===== config.mk =====
export PLATFORM = sky130hd
export DESIGN_NAME = mem_fu_sched_flat
export DESIGN_NICKNAME = d
export VERILOG_FILES = /design/src/rtl/mem_sched_pkg.sv /design/src/rtl/mem_fu_sched_if.sv /design/src/rtl/mem_fu_sched_rr_arbiter.sv /design/src/rtl/mem_fu_sched.sv /design/src/flat_wrapper.sv
export SDC_FILE = /design/constraint.sdc
export NUM_CORES = 1
export LEC_CHECK = 0
export ABC_AREA = 1
export CORE_AREA = 5 5 146 148
export DETAILED_ROUTE_END_ITERATION = 7
export DIE_AREA = 0 0 151 153
export GPL_TIMING_DRIVEN = 0
export PLACE_DENSITY = 0.83
export SKIP_LAST_GASP = 1
export SLEW_MARGIN = 10
export SYNTH_ARGS = -nofsm -noshare
export SYNTH_HDL_FRONTEND = slang
export SYNTH_SLANG_ARGS = --single-unit

===== constraint.sdc =====
create_clock -name clk -period 6.6 [get_ports clk]
set_input_delay 0.66 -clock clk [delete_from_list [all_inputs] [get_ports clk]]
set_output_delay 0.66 -clock clk [all_outputs]
set_load 0.005 [all_outputs]

===== src/rtl/mem_sched_pkg.sv =====
// rtl/mem_sched_pkg.sv - shared types and constants for the memory FU issue controller
package mem_sched_pkg;

    typedef enum logic [2:0] {
        IDLE,
        ISSUE,
        WAIT,
        RESULT,
        SDONE
    } state_t;

    localparam int TAG_W_DEF = 3;
    localparam int BHW_W     = 3;

    // Slot visited at position 'offset' of a round-robin scan that starts at 'base'.
    function automatic int rr_slot(int base, int offset, int n);
        int s;
        s = base + offset;
        if (s >= n) begin
            s = s - n;
        end
        return s;
    endfunction

endpackage


===== src/rtl/mem_fu_sched_if.sv =====
// rtl/mem_fu_sched_if.sv - requester, FU and CDB signals of the memory FU issue controller
interface mem_fu_sched_if
    import mem_sched_pkg::*;
#(
    parameter int N_REQ = 2,
    parameter int TAG_W = TAG_W_DEF
);
    logic [N_REQ-1:0]       req;
    logic [N_REQ-1:0]       req_mem_w;
    logic [BHW_W*N_REQ-1:0] req_bhw;
    logic [32*N_REQ-1:0]    req_rs1;
    logic [32*N_REQ-1:0]    req_rs2;
    logic [32*N_REQ-1:0]    req_imm;
    logic [TAG_W*N_REQ-1:0] req_tag;
    logic [N_REQ-1:0]       gnt;

    logic                   fu_EN;
    logic                   fu_mem_w;
    logic [BHW_W-1:0]       fu_bhw;
    logic [31:0]            fu_rs1_data;
    logic [31:0]            fu_rs2_data;
    logic [31:0]            fu_imm;
    logic                   fu_finish;
    logic [31:0]            fu_mem_data;

    logic                   cdb_valid;
    logic [TAG_W-1:0]       cdb_tag;
    logic [31:0]            cdb_data;
    logic                   cdb_ack;

    logic                   st_done;
    logic [TAG_W-1:0]       st_tag;
    logic                   busy;

    modport master (
        input  req, req_mem_w, req_bhw, req_rs1, req_rs2, req_imm, req_tag,
        input  fu_finish, fu_mem_data, cdb_ack,
        output gnt, fu_EN, fu_mem_w, fu_bhw, fu_rs1_data, fu_rs2_data, fu_imm,
        output cdb_valid, cdb_tag, cdb_data, st_done, st_tag, busy
    );

    modport slave (
        output req, req_mem_w, req_bhw, req_rs1, req_rs2, req_imm, req_tag,
        output fu_finish, fu_mem_data, cdb_ack,
        input  gnt, fu_EN, fu_mem_w, fu_bhw, fu_rs1_data, fu_rs2_data, fu_imm,
        input  cdb_valid, cdb_tag, cdb_data, st_done, st_tag, busy
    );

endinterface


===== src/rtl/mem_fu_sched_rr_arbiter.sv =====
// rtl/mem_fu_sched_rr_arbiter.sv - stateless round-robin pick starting at a given pointer
module rr_arbiter
    import mem_sched_pkg::*;
#(
    parameter int N_REQ = 2,
    parameter int IDX_W = 1
) (
    input  logic [N_REQ-1:0] req,
    input  logic [IDX_W-1:0] ptr,
    output logic [N_REQ-1:0] onehot,
    output logic [IDX_W-1:0] idx,
    output logic             valid
);

    logic [IDX_W-1:0] slot;

    // Scan from the farthest slot back to ptr so the nearest requester wins.
    always_comb begin
        onehot = '0;
        idx    = '0;
        valid  = 1'b0;
        slot   = '0;
        for (int k = N_REQ - 1; k >= 0; k--) begin
            slot = IDX_W'(rr_slot(int'(ptr), k, N_REQ));
            if (req[slot]) begin
                idx   = slot;
                valid = 1'b1;
            end
        end
        if (valid) begin
            onehot[idx] = 1'b1;
        end
    end

endmodule


===== src/rtl/mem_fu_sched.sv =====
// rtl/mem_fu_sched.sv - issue controller: round-robin grant, FU enable, load result on CDB, store done pulse
module mem_fu_sched
    import mem_sched_pkg::*;
#(
    parameter int N_REQ = 2,
    parameter int TAG_W = TAG_W_DEF
) (
    input  logic          clk,
    input  logic          rst,
    mem_fu_sched_if.master bus
);

    localparam int IDX_W = (N_REQ > 1) ? $clog2(N_REQ) : 1;

    state_t           state;
    logic [IDX_W-1:0] ptr;
    logic [IDX_W-1:0] win_idx;
    logic [IDX_W-1:0] ptr_next;
    logic [TAG_W-1:0] cap_tag;

    logic [N_REQ-1:0] arb_onehot;
    logic [IDX_W-1:0] arb_idx;
    logic             arb_valid;

    logic             op_mem_w [N_REQ];
    logic [BHW_W-1:0] op_bhw   [N_REQ];
    logic [31:0]      op_rs1   [N_REQ];
    logic [31:0]      op_rs2   [N_REQ];
    logic [31:0]      op_imm   [N_REQ];
    logic [TAG_W-1:0] op_tag   [N_REQ];

    for (genvar i = 0; i < N_REQ; i++) begin : g_unpack
        assign op_mem_w[i] = bus.req_mem_w[i];
        assign op_bhw[i]   = bus.req_bhw[i*BHW_W +: BHW_W];
        assign op_rs1[i]   = bus.req_rs1[i*32 +: 32];
        assign op_rs2[i]   = bus.req_rs2[i*32 +: 32];
        assign op_imm[i]   = bus.req_imm[i*32 +: 32];
        assign op_tag[i]   = bus.req_tag[i*TAG_W +: TAG_W];
    end

    rr_arbiter #(
        .N_REQ (N_REQ),
        .IDX_W (IDX_W)
    ) u_arb (
        .req    (bus.req),
        .ptr    (ptr),
        .onehot (arb_onehot),
        .idx    (arb_idx),
        .valid  (arb_valid)
    );

    always_comb begin
        ptr_next = '0;
        if (win_idx != IDX_W'(N_REQ - 1)) begin
            ptr_next = win_idx + 1'b1;
        end
    end

    always_ff @(posedge clk or posedge rst) begin
        if (rst) begin
            state           <= IDLE;
            ptr             <= '0;
            win_idx         <= '0;
            cap_tag         <= '0;
            bus.gnt         <= '0;
            bus.fu_EN       <= 1'b0;
            bus.fu_mem_w    <= 1'b0;
            bus.fu_bhw      <= '0;
            bus.fu_rs1_data <= '0;
            bus.fu_rs2_data <= '0;
            bus.fu_imm      <= '0;
            bus.cdb_valid   <= 1'b0;
            bus.cdb_tag     <= '0;
            bus.cdb_data    <= '0;
            bus.st_done     <= 1'b0;
            bus.st_tag      <= '0;
            bus.busy        <= 1'b0;
        end else begin
            bus.gnt     <= '0;
            bus.fu_EN   <= 1'b0;
            bus.st_done <= 1'b0;
            case (state)
                IDLE: begin
                    if (arb_valid) begin
                        win_idx         <= arb_idx;
                        cap_tag         <= op_tag[arb_idx];
                        bus.fu_mem_w    <= op_mem_w[arb_idx];
                        bus.fu_bhw      <= op_bhw[arb_idx];
                        bus.fu_rs1_data <= op_rs1[arb_idx];
                        bus.fu_rs2_data <= op_rs2[arb_idx];
                        bus.fu_imm      <= op_imm[arb_idx];
                        bus.gnt         <= arb_onehot;
                        bus.fu_EN       <= 1'b1;
                        bus.busy        <= 1'b1;
                        state           <= ISSUE;
                    end
                end
                ISSUE: begin
                    ptr   <= ptr_next;
                    state <= WAIT;
                end
                WAIT: begin
                    if (bus.fu_finish) begin
                        if (bus.fu_mem_w) begin
                            bus.st_done <= 1'b1;
                            bus.st_tag  <= cap_tag;
                            state       <= SDONE;
                        end else begin
                            bus.cdb_valid <= 1'b1;
                            bus.cdb_tag   <= cap_tag;
                            bus.cdb_data  <= bus.fu_mem_data;
                            state         <= RESULT;
                        end
                    end
                end
                RESULT: begin
                    if (bus.cdb_ack) begin
                        bus.cdb_valid <= 1'b0;
                        bus.busy      <= 1'b0;
                        state         <= IDLE;
                    end
                end
                SDONE: begin
                    bus.busy <= 1'b0;
                    state    <= IDLE;
                end
                default: begin
                    bus.cdb_valid <= 1'b0;
                    bus.busy      <= 1'b0;
                    state         <= IDLE;
                end
            endcase
        end
    end

endmodule


===== src/flat_wrapper.sv =====
// flat-port wrapper written by rule: the top's interface ports become plain ports
module mem_fu_sched_flat import mem_sched_pkg::*;
#(
    parameter int N_REQ = 2,
    parameter int TAG_W = TAG_W_DEF
)
  (clk, rst, bus_req, bus_req_mem_w, bus_req_bhw, bus_req_rs1, bus_req_rs2, bus_req_imm, bus_req_tag, bus_fu_finish, bus_fu_mem_data, bus_cdb_ack, bus_gnt, bus_fu_EN, bus_fu_mem_w, bus_fu_bhw, bus_fu_rs1_data, bus_fu_rs2_data, bus_fu_imm, bus_cdb_valid, bus_cdb_tag, bus_cdb_data, bus_st_done, bus_st_tag, bus_busy);
  mem_fu_sched_if #(.N_REQ(N_REQ), .TAG_W(TAG_W)) bus_i ();
  input  logic clk;
  input  logic rst;
  input wire logic [$bits(bus_i.req)-1:0] bus_req;
  input wire logic [$bits(bus_i.req_mem_w)-1:0] bus_req_mem_w;
  input wire logic [$bits(bus_i.req_bhw)-1:0] bus_req_bhw;
  input wire logic [$bits(bus_i.req_rs1)-1:0] bus_req_rs1;
  input wire logic [$bits(bus_i.req_rs2)-1:0] bus_req_rs2;
  input wire logic [$bits(bus_i.req_imm)-1:0] bus_req_imm;
  input wire logic [$bits(bus_i.req_tag)-1:0] bus_req_tag;
  input wire logic [$bits(bus_i.fu_finish)-1:0] bus_fu_finish;
  input wire logic [$bits(bus_i.fu_mem_data)-1:0] bus_fu_mem_data;
  input wire logic [$bits(bus_i.cdb_ack)-1:0] bus_cdb_ack;
  output wire logic [$bits(bus_i.gnt)-1:0] bus_gnt;
  output wire logic [$bits(bus_i.fu_EN)-1:0] bus_fu_EN;
  output wire logic [$bits(bus_i.fu_mem_w)-1:0] bus_fu_mem_w;
  output wire logic [$bits(bus_i.fu_bhw)-1:0] bus_fu_bhw;
  output wire logic [$bits(bus_i.fu_rs1_data)-1:0] bus_fu_rs1_data;
  output wire logic [$bits(bus_i.fu_rs2_data)-1:0] bus_fu_rs2_data;
  output wire logic [$bits(bus_i.fu_imm)-1:0] bus_fu_imm;
  output wire logic [$bits(bus_i.cdb_valid)-1:0] bus_cdb_valid;
  output wire logic [$bits(bus_i.cdb_tag)-1:0] bus_cdb_tag;
  output wire logic [$bits(bus_i.cdb_data)-1:0] bus_cdb_data;
  output wire logic [$bits(bus_i.st_done)-1:0] bus_st_done;
  output wire logic [$bits(bus_i.st_tag)-1:0] bus_st_tag;
  output wire logic [$bits(bus_i.busy)-1:0] bus_busy;
  assign bus_i.req = bus_req;
  assign bus_i.req_mem_w = bus_req_mem_w;
  assign bus_i.req_bhw = bus_req_bhw;
  assign bus_i.req_rs1 = bus_req_rs1;
  assign bus_i.req_rs2 = bus_req_rs2;
  assign bus_i.req_imm = bus_req_imm;
  assign bus_i.req_tag = bus_req_tag;
  assign bus_i.fu_finish = bus_fu_finish;
  assign bus_i.fu_mem_data = bus_fu_mem_data;
  assign bus_i.cdb_ack = bus_cdb_ack;
  assign bus_gnt = bus_i.gnt;
  assign bus_fu_EN = bus_i.fu_EN;
  assign bus_fu_mem_w = bus_i.fu_mem_w;
  assign bus_fu_bhw = bus_i.fu_bhw;
  assign bus_fu_rs1_data = bus_i.fu_rs1_data;
  assign bus_fu_rs2_data = bus_i.fu_rs2_data;
  assign bus_fu_imm = bus_i.fu_imm;
  assign bus_cdb_valid = bus_i.cdb_valid;
  assign bus_cdb_tag = bus_i.cdb_tag;
  assign bus_cdb_data = bus_i.cdb_data;
  assign bus_st_done = bus_i.st_done;
  assign bus_st_tag = bus_i.st_tag;
  assign bus_busy = bus_i.busy;
  mem_fu_sched #(.N_REQ(N_REQ), .TAG_W(TAG_W)) u_core (.clk(clk), .rst(rst), .bus(bus_i));
endmodule

Word level (Yosys, flattened, before mapping)

Cells that the tools add are included.

Output and inout bits: 144
Register bits after elaboration: 152
Word-level logic and storage cells: 99

Eq/ne operators: 8
Mux-type cells: 49
$lt $le $gt $ge: 7
Bitwise gates (word level): 4
Reduce and logical (&&, ||, !) cells: 10
$add $sub $neg: 4

Operators by type and width:

| operator              | count |
|---|---|
| $mux W32              | 9 |
| $mux W3               | 10 |
| $mux W1               | 24 |
| $pmux W3 S4           | 1 |
| $reduce_and A3 Y1     | 4 |
| $eq A3 B2 Y1 const B  | 2 |
| $lt A1 B2 Y1 const B  | 3 |
| $ne A2 B2 Y1 const B  | 3 |
| $pmux W1 S3           | 2 |
| $ge A2 B2 Y1 const B  | 2 |
| $mux W2               | 2 |
| $reduce_and A4 Y1     | 1 |
| $eq A3 B1 Y1 const B  | 1 |
| $eq A3 B3 Y1 const B  | 1 |
| $logic_not A3 Y1      | 1 |
| $not A1 Y1            | 3 |
| $reduce_or A3 Y1      | 1 |
| $add A1 B1 Y2 const B | 1 |
| $ge A1 B2 Y1 const B  | 1 |
| $ne A2 B1 Y1 const B  | 1 |
| $not A1 Y2            | 1 |
| $reduce_and A2 Y1     | 1 |
| $reduce_or A2 Y1      | 1 |
| $sub A1 B1 Y1 const B | 2 |
| other kinds (4)       | 4 |

Longest topological paths before layout

Word-level depth: 13
Depth in mapped cells: 10
Mapped depth without buffers: 8

Hierarchy

From an unflattened synthesis, not the netlist that was laid out.

Cell total of the unflattened synthesis: 788
Area, all modules: 7223.2 µm²

By module, submodules not included:

| module       | instances | cells each | sequential area each (µm²) | area each (µm²) |
|---|---|---|---|---|
| mem_fu_sched | 1         | 781        | 3803.6                     | 7193.1 |
| rr_arbiter   | 1         | 7          | 0.0                        | 30.0 |

Worst setup path after synthesis

OpenSTA, ideal clock, no wires.

Path type: in2reg
From: input bus_req[0]
To: register u_core.bus.fu_rs1_data[15]
Path buffers: 2
Setup time: 0.069 ns
Path slack: 5.091 ns
Arrival time: 1.440 ns
Cell stages on the path: 7
Cells stage by stage: nor2_1 > nor2_4 > inv_2 > buf_6 > buf_2 > nand2_1 > nand3_1

Longest elaborated chain between the ends: 8
Elaborated cells on any way between the ends: 13
Those cells by class: mux: 11; bitwise: 1; reduce/logical: 1

RTL lines:

| what                                        | RTL line                      | text |
|---|---|---|
| start: declaration                          | flat_wrapper.sv:11            | `input wire logic [$bits(bus_i.req)-1:0] bus_req;` |
| $mux W1 (implied by the code) (2 in a row)  | mem_fu_sched_rr_arbiter.sv:25 | `if (req[slot]) begin` |
| $mux W1 (2 in a row)                        | mem_fu_sched_rr_arbiter.sv:25 |  |
| $not A1 Y2 (implied by the code)            | mem_fu_sched.sv:89            | `bus.fu_rs1_data <= op_rs1[arb_idx];` |
| $mux W32 (implied by the code) (3 in a row) | mem_fu_sched.sv:89            |  |
| end signal: assignment                      | mem_fu_sched.sv:89            |  |
| end: declaration                            | mem_fu_sched_if.sv:38         | `output gnt, fu_EN, fu_mem_w, fu_bhw, fu_rs1_data, fu_rs2_data, fu_imm,` |

Several ways; a longest one is shown, not always the timed one. The select of a mux whose other input is x is not followed.
A chain may end at the register's enable or synchronous reset.

Final worst setup path

From: input bus_req[0]
To: register u_core.bus.fu_rs1_data[6]

The elaborated chain is that of the path after synthesis.

==> summary.md <==
| Metric | Value |
|---|---|
| Root Driver | `sky130_fd_sc_hd__clkbuf_16` |
| Number of detailed-route iterations in the first pass | `5` |
| Share of the clock period used by the worst path | `33.9%` |
| Worst-margin pin slew | `0.777 ns` |
| Worst min-delay path class | `flip-flop to flip-flop` |
| Number of instances in the placed design | `1,437` |
| Die Span Y | `153 um` |
| Cell area after layout | `11,400 um2` |
| Async set-reset flop share out of synthesis | `100%` |
| Global-route total usage across every layer | `22.2%` |
| Number of clock buffers inserted by TritonCTS | `17` |
| Final layout net count | `1,430` |
| Status | `finished, final reports clean` |
| Family of cells with the greatest summed delay on the critical path | `buffers and inverters` |
| Final ANT Viol Nets | `0` |
| PortBufs | `387` |
| Yosys reg bits | `152` |
| Detailed Route WL | `26.4 mm` |
| Post-synthesis area per instance | `8.46 um2` |
| Synth-to-layout area growth | `73.6%` |
| Maximum level of the CTS H-tree | `4` |
| Chip width | `151 um` |
| Final Wtd Congestion | `0.913` |
| Max-capacitance violation count | `0` |
| Nature of the critical path endpoint | `flip-flop` |
| Cell with the largest stage delay on the worst path | `sky130_fd_sc_hd__clkbuf_1` |
| Total number of vias | `7,072` |
| Relative slew slack | `48.2%` |
| CTS tree | `yes` |
| Average wire per standard cell | `17.9 um` |
| Achievable clock frequency | `446 MHz` |
| Number of different library cells in the post-synthesis netlist | `18` |
| Dominant synthesized flop cell | `sky130_fd_sc_hd__dfrtp_1` |
| Post-synth top area share | `57.7%` |
| RSZ-0062 raised after global routing | `no` |
| Cells traversed along the worst timing path | `clkdlybuf4s50_1 > nand2_1 > nand2_1 > buf_4 > clkbuf_1 > nand3_1 > nand3_1` |
| Placeable core region | `19,900 um2` |
| Dominant cell type by area after synthesis | `sky130_fd_sc_hd__dfrtp_1` |
| Initial core utilization | `33.1%` |
| Hold buffer count at cts | `0` |
| Pin count of the biggest net entering global routing | `80` |
| Per-cell via count in the routed design | `4.81` |
| Final count of pins violating max slew | `0` |
| DRC errors left | `0` |
| Reported leakage power | `0.00521 uW` |
| Endpoint required time on the critical path | `6.95 ns` |
| Top-Level Pins | `388` |
| Synthesized instance count | `779` |
| Critical path launch point type | `primary input` |
| Leading post-synthesis cells by instance count | `sky130_fd_sc_hd__nand2_1 (263), sky130_fd_sc_hd__nand3_1 (209), sky130_fd_sc_hd__dfrtp_1 (152)` |
| Post_cts resized | `0` |
| Most common cell in the synthesized netlist | `sky130_fd_sc_hd__nand2_1` |
| Post-synth EDFFs | `0` |
| Floorplan row count | `52` |
| Setup violators final | `0` |
| Leading cell types by total area after synthesis | `sky130_fd_sc_hd__dfrtp_1 (58%), sky130_fd_sc_hd__nand3_1 (16%), sky130_fd_sc_hd__nand2_1 (15%)` |
| Type of the setup path with the least slack | `primary input to flip-flop` |
| DRT iter0 DRCs | `402` |
| Clock slew seen by the registers of the worst setup and hold paths | `0.07 ns` |
| Min Clock Period, post-route | `2.24 ns` |
| Placed standard-cell area | `10,800 um2` |
| Slowest stage delay, CP | `0.62 ns` |
| Power Density | `428 nW/um2` |
| Postcts setup bufs | `0` |
| Area of the die | `23,100 um2` |
| Wire length of the first global-routing pass | `39.7 mm` |
| Non-filler instance count after layout | `1,470` |
| Clk_skew | `0.0131 ns` |
| Max rail drop VDD | `0.192 mV` |
| Maximum fanout count along the critical path | `10` |
| Clock Latency Late Sink | `0.42 ns` |
| Count of buffer and inverter cells on the critical path | `3` |
| Fraction of final layout cells sized beyond drive strength 1 | `6.42%` |
| Maximum buffer depth of the clock tree | `2` |
| Congestion Overflow GR | `0` |
| Number of clock sinks seen by CTS | `152` |
| Share of the yosys chip area belonging to registers | `57.7%` |
| DP Wirelength | `20.3 mm` |
| Arrival time at the worst endpoint | `2.59 ns` |
| Cell area after synthesis | `6590 um2` |
| Number of hold violations in the final report | `0` |
| Vias in the first global route | `7,143` |
| Synth Warn # | `0` |
| Post-synthesis net count | `1,023` |
| Initial antenna violation count | `0` |
==> cells by family (layout without fill, tap and decap cells) <==
logic type	Yosys count	after routing	share of synthesized area (%)
and+or+nand+nor	482	482	31.8
buffers and inverters	99	519	6.91
AOI/OAI and AO/OA	46	46	3.57
DFF	152	152	57.7
other	0	1	0
==> registers in the layout, summed over array words and instances, names as in the netlist, 2 cells and up <==
register	cells
u_core.bus.cdb_tag	3
u_core.bus.cdb_data	32
u_core.bus.fu_bhw	3
u_core.bus.st_tag	3
u_core.cap_tag	3
u_core.bus.fu_imm	32
u_core.state	3
u_core.bus.gnt	2
u_core.bus.fu_rs1_data	32
u_core.bus.fu_rs2_data	32
==> metrics by stage <==
step	TNS [ns]	setup WS [ns]	utilization (%)	hold WS, ns	total power [uW]
2_1_floorplan	0	1.85	-	0.437	2530
3_3_place_gp	-51.44	-0.352	54.3	0.450	3850
3_5_place_dp	0	3.92	54.4	0.462	3920
4_1_cts	0	4.34	57.5	0.472	4950
5_1_grt	0	4.28	57.5	0.498	5240
6_report	0	4.36	57.5	0.471	4900
==> worst paths after layout <==
kind,startpoint,endpoint,slack (ns),cells past startpoint
min,u_core.bus.busy$_DFFE_PP0P_,u_core.bus.busy$_DFFE_PP0P_,0.47,2
max in group asynchronous,rst,u_core.bus.fu_imm[18]$_DFFE_PP0P_,5.11,3
max reg2reg,u_core.ptr$_DFFE_PP0N_,u_core.bus.fu_rs1_data[6]$_DFFE_PP0P_,4.67,7
min in group asynchronous,rst,u_core.bus.cdb_data[31]$_DFFE_PP0P_,0.69,2
min reg2reg,u_core.bus.busy$_DFFE_PP0P_,u_core.bus.busy$_DFFE_PP0P_,0.47,2
max,bus_req[0],u_core.bus.fu_rs1_data[6]$_DFFE_PP0P_,4.36,7
==> tightest hold or removal path: cells and delay by family (launching register included) <==
family | cells | cell delay [ns]
AND/OR/NAND/NOR | 2 | 0.09
flip-flops | 1 | 0.34
==> power breakdown <==
part,internal (uW),switching (uW)
registers,1380,265
clock network,579,427
logic,1200,1040
==> metal layers <==
layer	vias up	routed length (um)	part of all wire (%)	global-route usage (%)
li1	3349	-	-	-
met1	3357	10100	38	26.0
met2	320	13300	50	38.6
met3	46	2280	8.6	6.49
met4	0	739	2.8	7.43
met5	-	0	0	0
==> area by class of cell <==
| cell class | count | area (um2) |
|---|---|---|
| clock inverter | 14 | 164 |
| clock buffer | 18 | 439 |
| buffer | 51 | 275 |
| timing repair buffer | 388 | 3900 |
| multi-input combinational | 528 | 2330 |
| sequential | 152 | 3800 |
| antenna | 1 | 2.50 |
| fill | 1739 | 8470 |
| inverter | 48 | 188 |
| tap | 270 | 338 |
==> cell usage in the layout (no fill, tap or decap) <==
cell type,n
sky130_fd_sc_hd__o21ai_1,6
sky130_fd_sc_hd__o21ai_0,35
sky130_fd_sc_hd__clkinvlp_4,1
sky130_fd_sc_hd__clkdlybuf4s50_1,387
sky130_fd_sc_hd__clkinv_4,3
sky130_fd_sc_hd__inv_6,3
sky130_fd_sc_hd__nor3_2,1
sky130_fd_sc_hd__nor2_4,1
sky130_fd_sc_hd__clkbuf_16,17
sky130_fd_sc_hd__bufinv_16,2
sky130_fd_sc_hd__inv_1,41
sky130_fd_sc_hd__nor2_1,6
sky130_fd_sc_hd__clkbuf_8,1
sky130_fd_sc_hd__a21boi_0,1
sky130_fd_sc_hd__dfrtp_1,152
sky130_fd_sc_hd__inv_2,6
sky130_fd_sc_hd__a21oi_1,3
sky130_fd_sc_hd__clkbuf_1,18
sky130_fd_sc_hd__buf_16,1
sky130_fd_sc_hd__buf_6,4
sky130_fd_sc_hd__nand3_1,209
sky130_fd_sc_hd__buf_4,7
sky130_fd_sc_hd__nand3_2,2
sky130_fd_sc_hd__nand2_1,263
sky130_fd_sc_hd__buf_2,22
sky130_fd_sc_hd__diode_2,1
sky130_fd_sc_hd__inv_8,4
sky130_fd_sc_hd__clkinv_2,2
sky130_fd_sc_hd__o21a_1,1
Power figures use the tool's default switching activity.
==> variant (same flow settings) <==
The 5 states of `state_t` get a Gray code encoding in 3 bits.
--- a/src/rtl/mem_sched_pkg.sv
+++ b/src/rtl/mem_sched_pkg.sv
@@ -2,11 +2,11 @@
 package mem_sched_pkg;
 
     typedef enum logic [2:0] {
-        IDLE,
-        ISSUE,
-        WAIT,
-        RESULT,
-        SDONE
+        IDLE   = 3'b000,
+        ISSUE  = 3'b001,
+        WAIT   = 3'b011,
+        RESULT = 3'b010,
+        SDONE  = 3'b110
     } state_t;
 
     localparam int TAG_W_DEF = 3;
Function: no difference found for any inputs over 4 cycles, from zero or initial values and one cycle with rst high; so few cycles prove little.
==> variant against the original RTL <==
Clock skew fell by 0.0022 ns; critical endpoint is now u_core.bus.fu_rs1_data[1]; non-clock buffer count stayed put; routed wire length down 2.7%; largest cell class unchanged; highest routed layer unchanged; total power decreased by 2.8%; count of clock-buffer cells in the layout is 1 higher; worst setup slack better by 0.015 ns; first-iteration DRC count decreased by 9.7%; sequential cell count stayed put; synthesized area is 0.47% lower; final area is 0.73% lower.
==> variant: results (changes against the original RTL) <==
* Outcome: finished clean
* Hold WS at 0.467 ns (-0.00346 ns)
* Syn avg cell area at 8.46 sq um (about the same)
* Post-DP HPWL at 20,100 um (-1.2%)
* Gpl congestion at 0.925 (+1.3%)
* Syn nets at 1,019 (-0.39%)
* DP Area at 10,800 sq um (-0.29%)
* Sequential share of cell area at 33.5% (+0.25 points)
* Worst Path Arrival at 2.57 ns (-0.02 ns)
* Most instantiated cells after synthesis: nand2_1 (261), nand3_1 (208), dfrtp_1 (152)
* Share of cells above drive strength 1 at 6.78% (+0.36 points)
* N_diodes at 0 (-1)
* Synth unique cells at 16 (-2)
* Non-Clock Buffer Area Fraction at 36.7% (+0.23 points)
* Register area share after synthesis at 58.0% (+0.28 points)
* Internal reg-to-reg setup slack at 4.68 ns (about the same)
* GRT Overall Usage at 21.8% (-0.39 points)
* Comb. pwr at 2.20 mW (-2%)
* Place WS at 3.89 ns (-0.0329 ns)
* Global-route wire length before repair at 39,200 um (-1.3%)
* Fraction of area in multi-input gates at 20.2% (-0.15 points)
* Worst vdd ir at 0.193 mV (+0.91%)
* CTS Buffer Depth at 2 (unchanged)
* Vias in the first global route at 7,268 (+1.7%)
* Slowest stage delay, CP at 0.60 ns (-0.02 ns)
* Clk power at 0.931 mW (-8%)
* Top cells by area, synth: dfrtp_1 (58%), nand3_1 (16%), nand2_1 (15%)
* Worst Setup Slack, final at 4.37 ns (+0.0151 ns)
* Fin nets at 1,426 (-0.28%)
* Clock Skew at 0.0109 ns (-0.00219 ns)
* Internal power at 3.07 mW (-2.9%)
* Largest net degree at the start of global routing at 98 (+23%)
* Slew margin rel. at 50.5% (+2.3 points)
* Fillers at 1,753 (+0.81%)
* Lkg Pwr at 5.18 nW (-0.57%)
* Area of the multi-input gates at 2300 sq um (-1.4%)
* Clock buffers at 19 (+1)
* Largest delay contributor family on the critical path: buffers and inverters
* Routed length on met2 at 12,900 um (-2.9%)
* Resize count post-CTS at 0 (unchanged)
* Multi-Input Combinational at 522 (-1.1%)
* Hold Path Stages at 1 (-1)
* Non-clock inverters at 50 (+4.2%)
* Met3 Wirelength at 2240 um (-1.8%)
* Routed length per placed instance at 17.5 um (-2.4%)
* Routed vias at 7,014 (-0.82%)
==> variant: worst paths after layout <==
kind,start,to
min reg2reg,u_core.win_idx,u_core.ptr
max in group asynchronous,rst,u_core.bus.fu_imm[9]
max,bus_req[0],u_core.bus.fu_rs1_data[1]
min,u_core.win_idx,u_core.ptr
max reg2reg,u_core.ptr,u_core.bus.fu_rs1_data[1]
min in group asynchronous,rst,u_core.bus.fu_rs1_data[23]
==> variant: worst reg2reg max path, stage by stage (launching register included) <==
cell and delay, ns:
dfrtp_1 0.36, inv_1 0.07, nand2_1 0.05, nand2_1 0.17, clkbuf_1 0.60, buf_2 0.40
nand3_1 0.12, nand3_1 0.09
==> variant: layer usage <==
metal,track usage [%],up-vias
met1,25.4,3299
met3,6.13,59
li1,-,3334
met4,7.47,0
met2,38.2,322
met5,0,-
==> variant: cells by family after synthesis <==
kind of cell	after synthesis	share of synthesized area, %
compound gates	40	3.05
buf+inv	101	6.98
flops	152	58.0
mux	1	0.153
simple gates	481	31.8
